[src/rtl/crc8_byte_serializer.sv]
// Byte-to-bit serializer feeding a bit-serial CRC-8 generator; captures the
// generator's result once per frame after a fixed pipeline latency.
module crc8_byte_serializer #(
    parameter int unsigned MSB_FIRST = 1,
    parameter int unsigned CRC_LAT   = 2
) (
    input  logic       clk,
    input  logic       rst,
    input  logic [7:0] byte_in,
    input  logic       byte_valid,
    input  logic       byte_last,
    output logic       byte_ready,
    output logic       bit_out,
    output logic       bit_valid,
    output logic       bit_last,
    input  logic [7:0] crc_in,
    output logic [7:0] frame_crc,
    output logic       frame_done,
    output logic       busy
);

    localparam int unsigned BYTE_W = 8;
    localparam int unsigned IDX_W  = 3;
    localparam int unsigned CNT_W  = 4;

    localparam logic [IDX_W-1:0] IDX_LAST = IDX_W'(BYTE_W - 1);
    localparam logic [CNT_W-1:0] CNT_LOAD = CNT_W'(CRC_LAT - 1);

    typedef enum logic [2:0] {
        S_IDLE,
        S_WAKE,
        S_SHIFT,
        S_STALL,
        S_WAIT_CRC
    } state_e;

    state_e              state_q, state_d;
    logic [BYTE_W-1:0]   shreg_q, shreg_d;
    logic                last_q, last_d;
    logic [IDX_W-1:0]    idx_q, idx_d;
    logic [CNT_W-1:0]    cnt_q, cnt_d;
    logic [BYTE_W-1:0]   frame_crc_q, frame_crc_d;
    logic                frame_done_q, frame_done_d;
    logic                byte_ready_q, byte_ready_d;
    logic                bit_out_q, bit_out_d;
    logic                bit_valid_q, bit_valid_d;
    logic                bit_last_q, bit_last_d;
    logic                busy_q, busy_d;
    logic                shift_d;
    logic                accept;

    // idx counts bits already presented; map it onto the physical bit position
    function automatic logic [IDX_W-1:0] bit_pos(input logic [IDX_W-1:0] idx);
        return (MSB_FIRST != 0) ? (IDX_LAST - idx) : idx;
    endfunction

    assign accept = byte_valid && byte_ready_q;

    always_comb begin
        state_d      = state_q;
        shreg_d      = shreg_q;
        last_d       = last_q;
        idx_d        = idx_q;
        cnt_d        = cnt_q;
        frame_crc_d  = frame_crc_q;
        frame_done_d = 1'b0;

        case (state_q)
            S_IDLE: begin
                if (accept) begin
                    shreg_d = byte_in;
                    last_d  = byte_last;
                    state_d = S_WAKE;
                end
            end
            S_WAKE: begin
                state_d = S_SHIFT;
            end
            S_SHIFT: begin
                // index wraps to zero after the 8th bit in every branch
                idx_d = idx_q + IDX_W'(1);
                if (idx_q == IDX_LAST) begin
                    if (last_q) begin
                        state_d = S_WAIT_CRC;
                        cnt_d   = CNT_LOAD;
                    end else if (accept) begin
                        shreg_d = byte_in;
                        last_d  = byte_last;
                    end else begin
                        state_d = S_STALL;
                    end
                end
            end
            S_STALL: begin
                if (accept) begin
                    shreg_d = byte_in;
                    last_d  = byte_last;
                    state_d = S_SHIFT;
                end
            end
            S_WAIT_CRC: begin
                if (cnt_q == '0) begin
                    frame_crc_d  = crc_in;
                    frame_done_d = 1'b1;
                    state_d      = S_IDLE;
                end else begin
                    cnt_d = cnt_q - CNT_W'(1);
                end
            end
            default: begin
                state_d = S_IDLE;
            end
        endcase

        // outputs are registered, so they are decoded from the next state
        shift_d      = (state_d == S_SHIFT);
        bit_valid_d  = (state_d == S_WAKE) || shift_d;
        bit_out_d    = shift_d && shreg_d[bit_pos(idx_d)];
        bit_last_d   = shift_d && (idx_d == IDX_LAST) && last_d;
        byte_ready_d = (state_d == S_IDLE) || (state_d == S_STALL)
                       || (shift_d && (idx_d == IDX_LAST) && !last_d);
        busy_d       = (state_d != S_IDLE);
    end

    always_ff @(posedge clk or posedge rst) begin
        if (rst) begin
            state_q      <= S_IDLE;
            shreg_q      <= '0;
            last_q       <= 1'b0;
            idx_q        <= '0;
            cnt_q        <= '0;
            frame_crc_q  <= '0;
            frame_done_q <= 1'b0;
            byte_ready_q <= 1'b0;
            bit_out_q    <= 1'b0;
            bit_valid_q  <= 1'b0;
            bit_last_q   <= 1'b0;
            busy_q       <= 1'b0;
        end else begin
            state_q      <= state_d;
            shreg_q      <= shreg_d;
            last_q       <= last_d;
            idx_q        <= idx_d;
            cnt_q        <= cnt_d;
            frame_crc_q  <= frame_crc_d;
            frame_done_q <= frame_done_d;
            byte_ready_q <= byte_ready_d;
            bit_out_q    <= bit_out_d;
            bit_valid_q  <= bit_valid_d;
            bit_last_q   <= bit_last_d;
            busy_q       <= busy_d;
        end
    end

    assign byte_ready = byte_ready_q;
    assign bit_out    = bit_out_q;
    assign bit_valid  = bit_valid_q;
    assign bit_last   = bit_last_q;
    assign frame_crc  = frame_crc_q;
    assign frame_done = frame_done_q;
    assign busy       = busy_q;

endmodule

[config.mk]
export PLATFORM = sky130hd
export DESIGN_NAME = crc8_byte_serializer
export DESIGN_NICKNAME = d
export VERILOG_FILES = /design/src/rtl/crc8_byte_serializer.sv
export SDC_FILE = /design/constraint.sdc
export NUM_CORES = 1
export LEC_CHECK = 0
export ABC_AREA = 1
export CAP_MARGIN = 15
export CORE_ASPECT_RATIO = 1.2
export CORE_MARGIN = 5
export CORE_UTILIZATION = 40
export DETAILED_ROUTE_END_ITERATION = 8
export GPL_TIMING_DRIVEN = 0
export PLACE_DENSITY_LB_ADDON = 0.2
export SLEW_MARGIN = 20
export SYNTH_ARGS = -nofsm -noshare
export SYNTH_HDL_FRONTEND = slang
export SYNTH_SLANG_ARGS = --single-unit
[constraint.sdc]
create_clock -name clk -period 5.4 [get_ports clk]
set_input_delay 0.81 -clock clk [delete_from_list [all_inputs] [get_ports clk]]
set_output_delay 0.81 -clock clk [all_outputs]
set_load 0.01 [all_outputs]
==> results_dict.tcl, run 1 <==
set metrics [dict create \
    status "finished clean" \
    worst-path-stages 10 \
    r2r_start "idx_q[0]" \
    dp_cells 286 \
    r2r_slack_ns 3.49 \
    place_congestion 0.782 \
    clkSlewWorstSetupHoldPaths_ns 0.07 \
    worst-r2r-cell-count 9 \
    arrival_ns 2.38 \
    timing.rr.end "byte_ready" \
    ys_warn_count 0 \
    dr.pass1.iters 4 \
    slew_violations 0 \
    swShare 0.412 \
    finalWirelength_mm 3.37 \
    worstPathMaxFanout 10 \
    criticalPathCategory "input port to register" \
    fp.dieH_um 80.3 \
    end_kind "register" \
    antenna_found_initial 0 \
    power_density_nw_per_um2 552 \
    cp_cell_sequence "clkdlybuf4s50_1, nand2_1, inv_1, buf_2, o21ai_0, nand2_1, o21ai_0, or2_2, inv_1, nor2_1" \
    synth_edf_count 0 \
    startpoint "byte_valid" \
    fin_tns_setup_ns 0 \
    slew_headroom 0.555 \
    ctsHtreeMaxLevel 2 \
    grt_use_total 0.144 \
    ys_seq_area_frac 0.502 \
    final_nets 263 \
    top_layer "met4" \
    cp-start-kind "input port" \
    hold_slack_ns 0.466 \
    tightest_slew_ns 0.666 \
    start_util 0.414 \
    synth.largest_area_cell "dfrtp_1" \
    ctsHoldBuffers 0 \
    synth-simple-area-share 0.329 \
    syn_inst 199 \
    crit_end "bit_last" \
    cts_tree "done" \
    clock_power_share 0.150 \
    fin_crit_sh 0.408 \
    path_buf_inv 4 \
    switching_power_mw 0.484 \
    rsz0062_at_grt "false" \
    crit_slowest_cell "clkdlybuf4s50_1" \
    row_count 25 \
    async_flop_share 1.00 \
    finish.utilization 0.535 \
    seq_power_share 0.349 \
    cts_num_sinks 33 \
    antenna_left 0 \
    critPathMaxStageDelay_ns 0.48 \
    finalHoldViolations 0 \
    port_buffers 33 \
    synth_mux_area_frac 0 \
    drive_above_1_share 0.0958 \
    area_growth_pct 29.2 \
    vdd_drop_max_mv 0.233 \
    synth_top_area_frac 0.502 \
    setup-violations-final 0 \
    instances_no_fill 294 \
    drt-met1-wl_mm 1.48 \
    internal_power_mw 0.691 \
    synthAdderAreaFrac 0.0304 \
    routed-wl-met2_mm 1.61 \
    hold_start "shreg_q[5]" \
    grt_overflow 0 \
    fin_skew_ns 0.00817 \
    synth_top_family_by_area "simple AND/OR/NAND/NOR gates" \
    cts-resized-gates 0 \
    cpLargestDelayFamily "buffers and inverters" \
    ios 34 \
    layout_min_cycle_time_ns 2.20 \
    p_total_mw 1.17 \
    grt_pass1_wl_mm 5.87 \
    post_cts_buffers 0 \
    cts_max_path_buffers 2 \
    via_per_inst 4.62 \
    die-area_um2 5500 \
    ys_types 26 \
    cts_buffers 5 \
    p_comb_frac 0.501 \
    ys.flop_type "dfrtp_1" \
    routedWlPerCell_um 11.5 \
    remaining_drc_errors 0 \
    hold_path_class "register to register" \
    p_leak_nw 1.04 \
    n_antenna_cell 0 \
    clock-root-buffer "clkbuf_8" \
    synth-compound-area-share 0.0646 \
    coreArea_um2 3970 \
    yosys-top-cells-area "dfrtp_1 (50%), nand2_1 (16%), inv_1 (5.0%), nand3_1 (4.0%), nand3_4 (3.2%)" \
    synth.cell_area_um2 1650 \
    fmax_mhz 454 \
    syn_avg_cell_area_um2 8.27 \
    clk_latency_ns 0.28 \
    dieWidth_um 68.5 \
    synth_xor_area_frac 0.00532 \
    grt_start_max_net_pins 34 \
    cap_violations 0 \
    drtIter0Drc 48 \
    grt_pass1_vias 1323 \
    vias 1359 \
    route.met3.wl_um 207 \
    cp.required_ns 5.57 \
    post-dp-hpwl_mm 2.55 \
    synthesis.nets 223 \
    synth_seq_cells 33 \
]
logic make-up (layout without fill, tap and decap cells):
logic type,Yosys count,after routing
XOR/XNOR,1,1
buffers and inverters,28,69
adder cells (fa/ha/maj),4,4
AND/OR/NAND/NOR,116,116
flip-flops,33,33
AO/OA/AOI/OAI,17,17
worst reg2reg max path, stage by stage (launching register included):
cell,delay (ns)
dfrtp_1,0.41
ha_1,0.21
ha_1,0.23
nand2_1,0.14
inv_1,0.07
o211ai_1,0.15
nand2_1,0.13
nor2_1,0.19
nand3_1,0.16
o22ai_1,0.14
worst min path at each step:
| stage | end | slack [ns] | cells after the start |
|---|---|---|---|
| finish | shreg_q[5] | 0.47 | 2 |
| global route | shreg_q[2] | 0.49 | 2 |
| detailed placement | shreg_q[1] | 0.46 | 2 |
| global placement | shreg_q[1] | 0.45 | 2 |
| CTS | shreg_q[4] | 0.47 | 2 |
| floorplan | shreg_q[0] | 0.44 | 2 |
metrics by stage:
| step | instance area [um2] | setup WS [ns] |
|---|---|---|
| floorplan | 1650 | 3.55 |
| global placement | 2040 | 2.91 |
| detailed placement | 2040 | 2.88 |
| CTS | 2130 | 3.19 |
| global route | 2130 | 3.04 |
| finish | 2130 | 3.20 |
area by class of cell:
cell class                      instances  area, um2
Clock inverter                          2       10.0
Timing Repair Buffer                   33        330
Sequential cell                        33        826
Tap cell                               54       67.6
Clock buffer                            6       72.6
Buffer                                  2       16.3
Multi-Input combinational cell        138        706
Inverter                               26       97.6
Fill cell                             394       1850
sequential cells by signal, indices dropped and copies added, names as in the netlist:
signal,flops
cnt_q,4
last_q,1
state_q,3
idx_q,3
bit_out,1
bit_valid,1
byte_ready,1
busy,1
frame_done,1
shreg_q,8
frame_crc,8
bit_last,1
layer usage:
layer | global-route usage | up-vias
met4 | 0.0656 | 0
met2 | 0.230 | 27
met5 | 0 | -
met3 | 0.0559 | 6
li1 | - | 713
met1 | 0.167 | 613
cells in the mapped netlist, types with 2 or more instances:
cell      instances
nor2_2            2
nor2_1           12
o211ai_1          2
o21ai_0           8
nand4_1           8
inv_2             4
nand3_1          13
ha_1              4
nand3_4           3
inv_1            22
nand2_1          72
a21oi_1           3
dfrtp_1          33
layout by cell type (no fill, tap or decap):
cell type,instances
clkbuf_1,1
nor3_1,1
clkdlybuf4s50_1,33
nand3_1,13
inv_1,21
nor2_2,2
dfrtp_1,33
buf_6,1
clkbuf_8,5
nor2_1,12
a31oi_1,1
o211ai_1,2
xor2_1,1
nor2_4,1
a21oi_1,3
o22ai_1,1
nand3_4,3
buf_2,1
nor3_2,1
nand4_1,8
or2_2,1
nand2_1,72
or2_1,1
clkinv_2,2
o21a_1,1
o21ai_0,8
or3_1,1
inv_2,5
ha_1,4
a21oi_4,1
power by group through the flow:
stage | clock [mW] | combinational, mW | sequential, mW
finish | 0.177 | 0.588 | 0.410
global route | 0.199 | 0.676 | 0.424
CTS | 0.185 | 0.599 | 0.411
detailed placement | 0 | 0.597 | 0.414
global placement | 0 | 0.590 | 0.414
floorplan | 0 | 0.380 | 0.430
Power figures use the tool's default switching activity.
==> run 2, diff against run 1 <==
==> constraint.sdc (replaced) <==
create_clock -name clk -period 1.9 [get_ports clk]
set_input_delay 0.285 -clock clk [delete_from_list [all_inputs] [get_ports clk]]
set_output_delay 0.285 -clock clk [all_outputs]
set_load 0.01 [all_outputs]
==> run 2 against run 1 <==
Clock power rose to 2.8 times the previous value; flip-flop and latch count did not move; highest routed layer unchanged; clock-buffer cell count did not move; design area rose by 2.5%; power rose to 3.0 times the previous value.
==> results_dict.tcl, run 2 (synthesized netlist as in run 1, its figures left out) <==
set metrics [dict create \
    fin_skew_ns 0.00763 \
    cts_num_sinks 33 \
    area_growth_pct 32.5 \
    row_count 25 \
    die-area_um2 5500 \
    cts_buffers 5 \
    remaining_drc_errors 0 \
    ios 34 \
    post-place-ws_ns -0.0905 \
    fin_crit_sh 0.937 \
    dieWidth_um 68.5 \
    ctsHoldBuffers 0 \
    p_leak_nw 1.06 \
    dr.pass1.iters 4 \
    post-dp-hpwl_mm 2.55 \
    slew_headroom 0.556 \
    port_buffers 33 \
    hold_path_class "input port to asynchronous set/reset pin" \
    placed_area_um2 2040 \
    start_util 0.414 \
    clock-root-buffer "clkbuf_8" \
    criticalPathCategory "register to register" \
    slew_violations 0 \
    arrival_ns 1.93 \
    grt_start_max_net_pins 34 \
    regArea_um2 826 \
    cts_max_path_buffers 2 \
    fin_tns_setup_ns 0 \
    hold_slack_ns 0.420 \
    layout_min_cycle_time_ns 1.78 \
    fmax_mhz 562 \
    multiInputGateArea_um2 732 \
    layout_common_cells "nand2_1 (70), dfrtp_1 (33), clkdlybuf4s50_1 (33)" \
    routedWlPerCell_um 11.6 \
    cp.required_ns 2.06 \
    power_density_nw_per_um2 1600 \
    cap_violations 0 \
    clk_latency_ns 0.28 \
    drtIter0Drc 48 \
    layout_setup_ws_ns 0.120 \
    final_nets 265 \
    ctsHtreeMaxLevel 2 \
    end_kind "register" \
    tightest_slew_ns 0.665 \
    antenna_left 0 \
    grt_pass1_vias 1320 \
    vias 1393 \
    grt_use_total 0.144 \
    cts_tree "done" \
    mostFrequentLayoutCell "nand2_1" \
    drive_above_1_share 0.132 \
    dp_cells 286 \
    vdd_drop_max_mv 0.666 \
    setup-violations-final 0 \
    status "finished clean" \
    via_per_inst 4.71 \
    instances_no_fill 296 \
    finalHoldViolations 0 \
    fillers 389 \
    n_antenna_cell 0 \
    cp-start-kind "register" \
    worstPathMaxFanout 8 \
    final_cell_area_um2 2180 \
    finalWirelength_mm 3.43 \
    clkSlewWorstSetupHoldPaths_ns 0.06 \
    fp.dieH_um 80.3 \
    place_congestion 0.782 \
    antenna_found_initial 0 \
    coreArea_um2 3970 \
    grt_overflow 0 \
    grt_pass1_wl_mm 5.87 \
]
run 2: worst paths after layout:
path / startpoint / endpoint / slack (ns) / cells past startpoint
min: rst / frame_crc[2] / 0.42 / 2
max in group asynchronous: rst / busy / 1.05 / 2
min reg2reg: shreg_q[5] / shreg_q[5] / 0.47 / 2
max reg2reg: idx_q[0] / busy / 0.12 / 7
max: idx_q[0] / busy / 0.12 / 7
min in group clk: shreg_q[5] / shreg_q[5] / 0.47 / 2
run 2: routing by layer:
metal	part of all wire	vias up	global-route usage	routed length (um)
met5	0	-	0	0
met2	0.49	30	0.230	1670
li1	-	718	-	-
met3	0.066	6	0.0559	228
met4	0.021	0	0.0656	72
met1	0.42	639	0.167	1460
run 2: critical path: stages (launching register included):
cell and delay [ns]:
dfrtp_1 0.39, ha_1 0.20, ha_2 0.20, inv_1 0.09, nor3_2 0.06, or2_1 0.24
buf_6 0.13, or3_1 0.34
run 2: per-stage QoR:
stage | power [mW] | util
after detailed placement | 2.88 | 0.514
after global placement | 2.85 | 0.514
after floorplan | 2.30 | -
after CTS | 3.42 | 0.537
after global routing | 3.84 | 0.549
final | 3.49 | 0.549
run 2: repair_timing:
| action | CTS | global route |
|---|---|---|
| setup endpoints to repair | 2 | 5 |
| resized for setup | 2 | 8 |
| buffers inserted | 0 | 2 |
| endpoints found under the hold margin | 0 | 0 |
| pin swaps | 0 | 1 |
run 2: area by class of cell:
cell class / count / area share
flip-flops and latches: 33 / 0.379
well taps: 54 / 0.0310
plain buffers: 2 / 0.00746
clock buffers: 6 / 0.0333
inverters: 26 / 0.0448
multi-input cells: 138 / 0.336
repair buffers: 35 / 0.164
clock inverters: 2 / 0.00459
run 2: power breakdown:
group          internal [mW]  switching [mW]
clock network          0.253           0.246
logic                  0.796            1.03
registers               1.00           0.157
==> edit 1 (config.mk and constraints of run 1) <==
Take the reset off `shreg_q` and load it in a clocked block of its own.
--- a/src/rtl/crc8_byte_serializer.sv
+++ b/src/rtl/crc8_byte_serializer.sv
@@ -126,5 +126,4 @@
         if (rst) begin
             state_q      <= S_IDLE;
-            shreg_q      <= '0;
             last_q       <= 1'b0;
             idx_q        <= '0;
@@ -139,5 +138,4 @@
         end else begin
             state_q      <= state_d;
-            shreg_q      <= shreg_d;
             last_q       <= last_d;
             idx_q        <= idx_d;
@@ -153,4 +151,8 @@
     end
 
+    always_ff @(posedge clk) begin
+        shreg_q <= shreg_d;
+    end
+
     assign byte_ready = byte_ready_q;
     assign bit_out    = bit_out_q;
Formal check against the unedited RTL: same outputs for any inputs over 10 cycles, from zero or initial values and one cycle with rst high; that may be too few to reach the edited logic, so the function may still have changed.
==> edit 1 against run 1 <==
  * Cell area shrank 1.0%
  * Critical path depth decreased by 1
  * Sequential cell count unchanged
  * Routed wire length down 0.39%
  * Total power increased by 3.0%
  * Combinational power up 1%
  * Non-clock buffer count did not move
  * Die area down 2.1%
  * Area after synthesis decreased by 2.4%
  * Setup slack worse by 0.034 ns
  * Largest cell class unchanged
  * Largest power group unchanged
==> edit 1: results <==
[run_status]
status = "complete, no violations"

[synthesis]
yosys-top-cells-area = "dfrtp_1, nand2_1, dfxtp_1"
synth_cell_types = 27
synthTopCellsByCount = "nand2_1, dfrtp_1, inv_1, nand3_1, nor2_1"
async_flop_share_pct = 75.8
synth.avg_cell_area_um2 = 8.07
synth_area_um2 = 1610
synth_seq_area_share_pct = 48.9

[final_layout]
nMultiInputCombCells = 138
fillers = 376
bufAreaShareNonClock_pct = 16.5
clock_area_share_pct = 4.82
seq_share_pct = 37.3
nets = 263
fin_area_um2 = 2100
clkbuf_count = 7

[drt]
viasPerCell = 4.66
routed-wl-met3_um = 192
dr_wl_met2_um = 1620
totalWireLength_um = 3360
post_drt_wl_per_cell_um = 11.4
met1_length_um = 1510
drtPass1Iterations = 4
drtIter0Drc = 53

[global_route]
first_global_vias = 1388
grt_max_degree = 26
use_met1_pct = 16.3
use_met2_pct = 23.4
grt_first_pass_wirelength_um = 5800
track_usage_pct = 14.0
grtUsageMet3_pct = 5.35

[placed_design]
place_area_um2 = 2000
globalplace.congestion = 0.734
dp_cells = 286
dp_hpwl_um = 2510
portBuffers = 33
pre_cts_slack_ns = 2.87

[sta]
fin_skew_ns = 0.00478
max_slew_margin_pct = 38.9

[worst_setup_path]
cp.arrival_ns = 2.44
cpPeakStageDelay_ns = 0.47

[clock_tree]
root_buffer = "clkbuf_8"
numCtsBuffers = 5

[power]
leakagePower_nw = 1.02
irDropWorstVdd_v = 0.000213

[hold_path]
hp-class = "flip-flop to flip-flop"
[edit 1: changes by cell type after synthesis, sizes merged]
cell and delta:
dfrtp -8, dfxtp +8
[edit 1: path summary, 6_finish.rpt]
path,startpoint,endpoint,slack [ns],cells past startpoint
min in group asynchronous,rst,frame_crc[5],1.02,2
min reg2reg,shreg_q[4],shreg_q[4],0.44,2
max in group asynchronous,rst,bit_last,3.81,2
max,byte_valid,byte_ready,3.16,9
min,shreg_q[4],shreg_q[4],0.44,2
max reg2reg,idx_q[0],byte_ready,3.48,9
[edit 1: kinds of logic (layout without fill, tap and decap cells)]
family,count (synthesis),in the layout,synth area share [%]
AO/OA/AOI/OAI,17,17,6.63
XOR/XNOR,1,1,0.546
adder cells (fa/ha/maj),4,4,3.12
buffers and inverters,28,69,7.09
flip-flops,33,33,48.9
AND/OR/NAND/NOR,116,116,33.7
[edit 1: report_power, final]
part	total (mW)	switching, mW	internal, mW
Combinational	0.594	0.346	0.248
Clock	0.204	0.0892	0.115
Sequential	0.412	0.0578	0.354
==> edit 2 (flow settings as in run 1) <==
Without the edit above. Change the localparam `CNT_W` from 4 to 3.
--- a/src/rtl/crc8_byte_serializer.sv
+++ b/src/rtl/crc8_byte_serializer.sv
@@ -22,5 +22,5 @@
     localparam int unsigned BYTE_W = 8;
     localparam int unsigned IDX_W  = 3;
-    localparam int unsigned CNT_W  = 4;
+    localparam int unsigned CNT_W  = 3;
 
     localparam logic [IDX_W-1:0] IDX_LAST = IDX_W'(BYTE_W - 1);
Behaviour: no difference found for any inputs over 10 cycles, from zero or initial values and one cycle with rst high; that may be too few to reach the edited logic, so the function may still have changed.
==> edit 2 against run 1 <==
  * Setup slack lost 0.0022 ns
  * Sequential power shrank 3%
  * Total power grew 4.5%
  * Area after synthesis shrank 3.8%
  * Cell count shrank 2.7%
  * Cell area shrank 0.88%
  * Routed wire length shrank 1.2%
  * Sequential cell count shrank 1
  * Die area shrank 3.3%
  * Critical endpoint is now byte_ready
==> edit 2: results <==
[worst_setup_path]
cpPeakStageDelay_ns = 0.47
reg2reg_depth = 9
cp.arrival_ns = 2.40
crit_path_end = "byte_ready"

[power]
pwr-share-comb_pct = 47.1
leakagePower_nw = 1.03
pwr-share-seq_pct = 32.4
p_switching_mw = 0.481
irDropWorstVdd_v = 0.000282
p_per_area_nw_per_um2 = 583

[clock_tree]
cts_buffer_depth = 2
numCtsBuffers = 5
root_buffer = "clkbuf_8"

[drt]
dr_wl_met2_um = 1600
routed-wl-met3_um = 236
post_drt_wl_per_cell_um = 11.6
met1_length_um = 1430
num_vias = 1342
totalWireLength_um = 3330

[sta]
max_slew_margin_pct = 56.3
fin_skew_ns = 0.00397

[placed_design]
pre_cts_slack_ns = 2.89
dp_cells = 278
dp_hpwl_um = 2520
globalplace.congestion = 0.773

[global_route]
grt_max_degree = 33
grt_first_pass_wirelength_um = 6040
first_global_vias = 1378

[synthesis]
synthTopCellsByCount = "nand2_1, dfrtp_1, inv_1, nand3_1, nor2_1"
synth-xor-area-share_pct = 0.553
synthAdderAreaFrac_pct = 3.16
synth_seq_area_share_pct = 50.6
synth_nets = 215
synth_compound_area_share_pct = 6.09
synth_cell_types = 25
yosys-top-cells-area = "dfrtp_1, nand2_1, inv_1"
synth.avg_cell_area_um2 = 8.29

[final_layout]
drive_above_1_share_pct = 10.8
fillers = 401

[hold_path]
min_from = "shreg_q[2]"

[run_status]
status = "complete, no violations"
edit 2: final cells by class:
type	instances	area [um^2]	area share (%)
buffer	1	7.51	0.356
timing repair buffer	33	330	15.7
inverter	26	97.6	4.63
clock buffer	7	96.3	4.57
tap	54	67.6	3.21
multi-input combinational	132	677	32.1
clock inverter	1	30.0	1.43
sequential	32	801	38.0
edit 2: per-layer routing:
metal | vias up | global-route usage (%)
met5 | - | 0
met2 | 29 | 24.5
met4 | 0 | 6.69
li1 | 696 | -
met1 | 612 | 17.9
met3 | 5 | 5.23
edit 2: worst min path at each step:
stage                  to  slack (ns)  cells after the start
4_1_cts        shreg_q[1]        0.47                      2
6_report       shreg_q[2]        0.47                      2
3_3_place_gp   shreg_q[0]        0.45                      2
3_5_place_dp   shreg_q[1]        0.46                      2
2_1_floorplan  shreg_q[0]        0.44                      2
5_1_grt        shreg_q[1]        0.49                      2
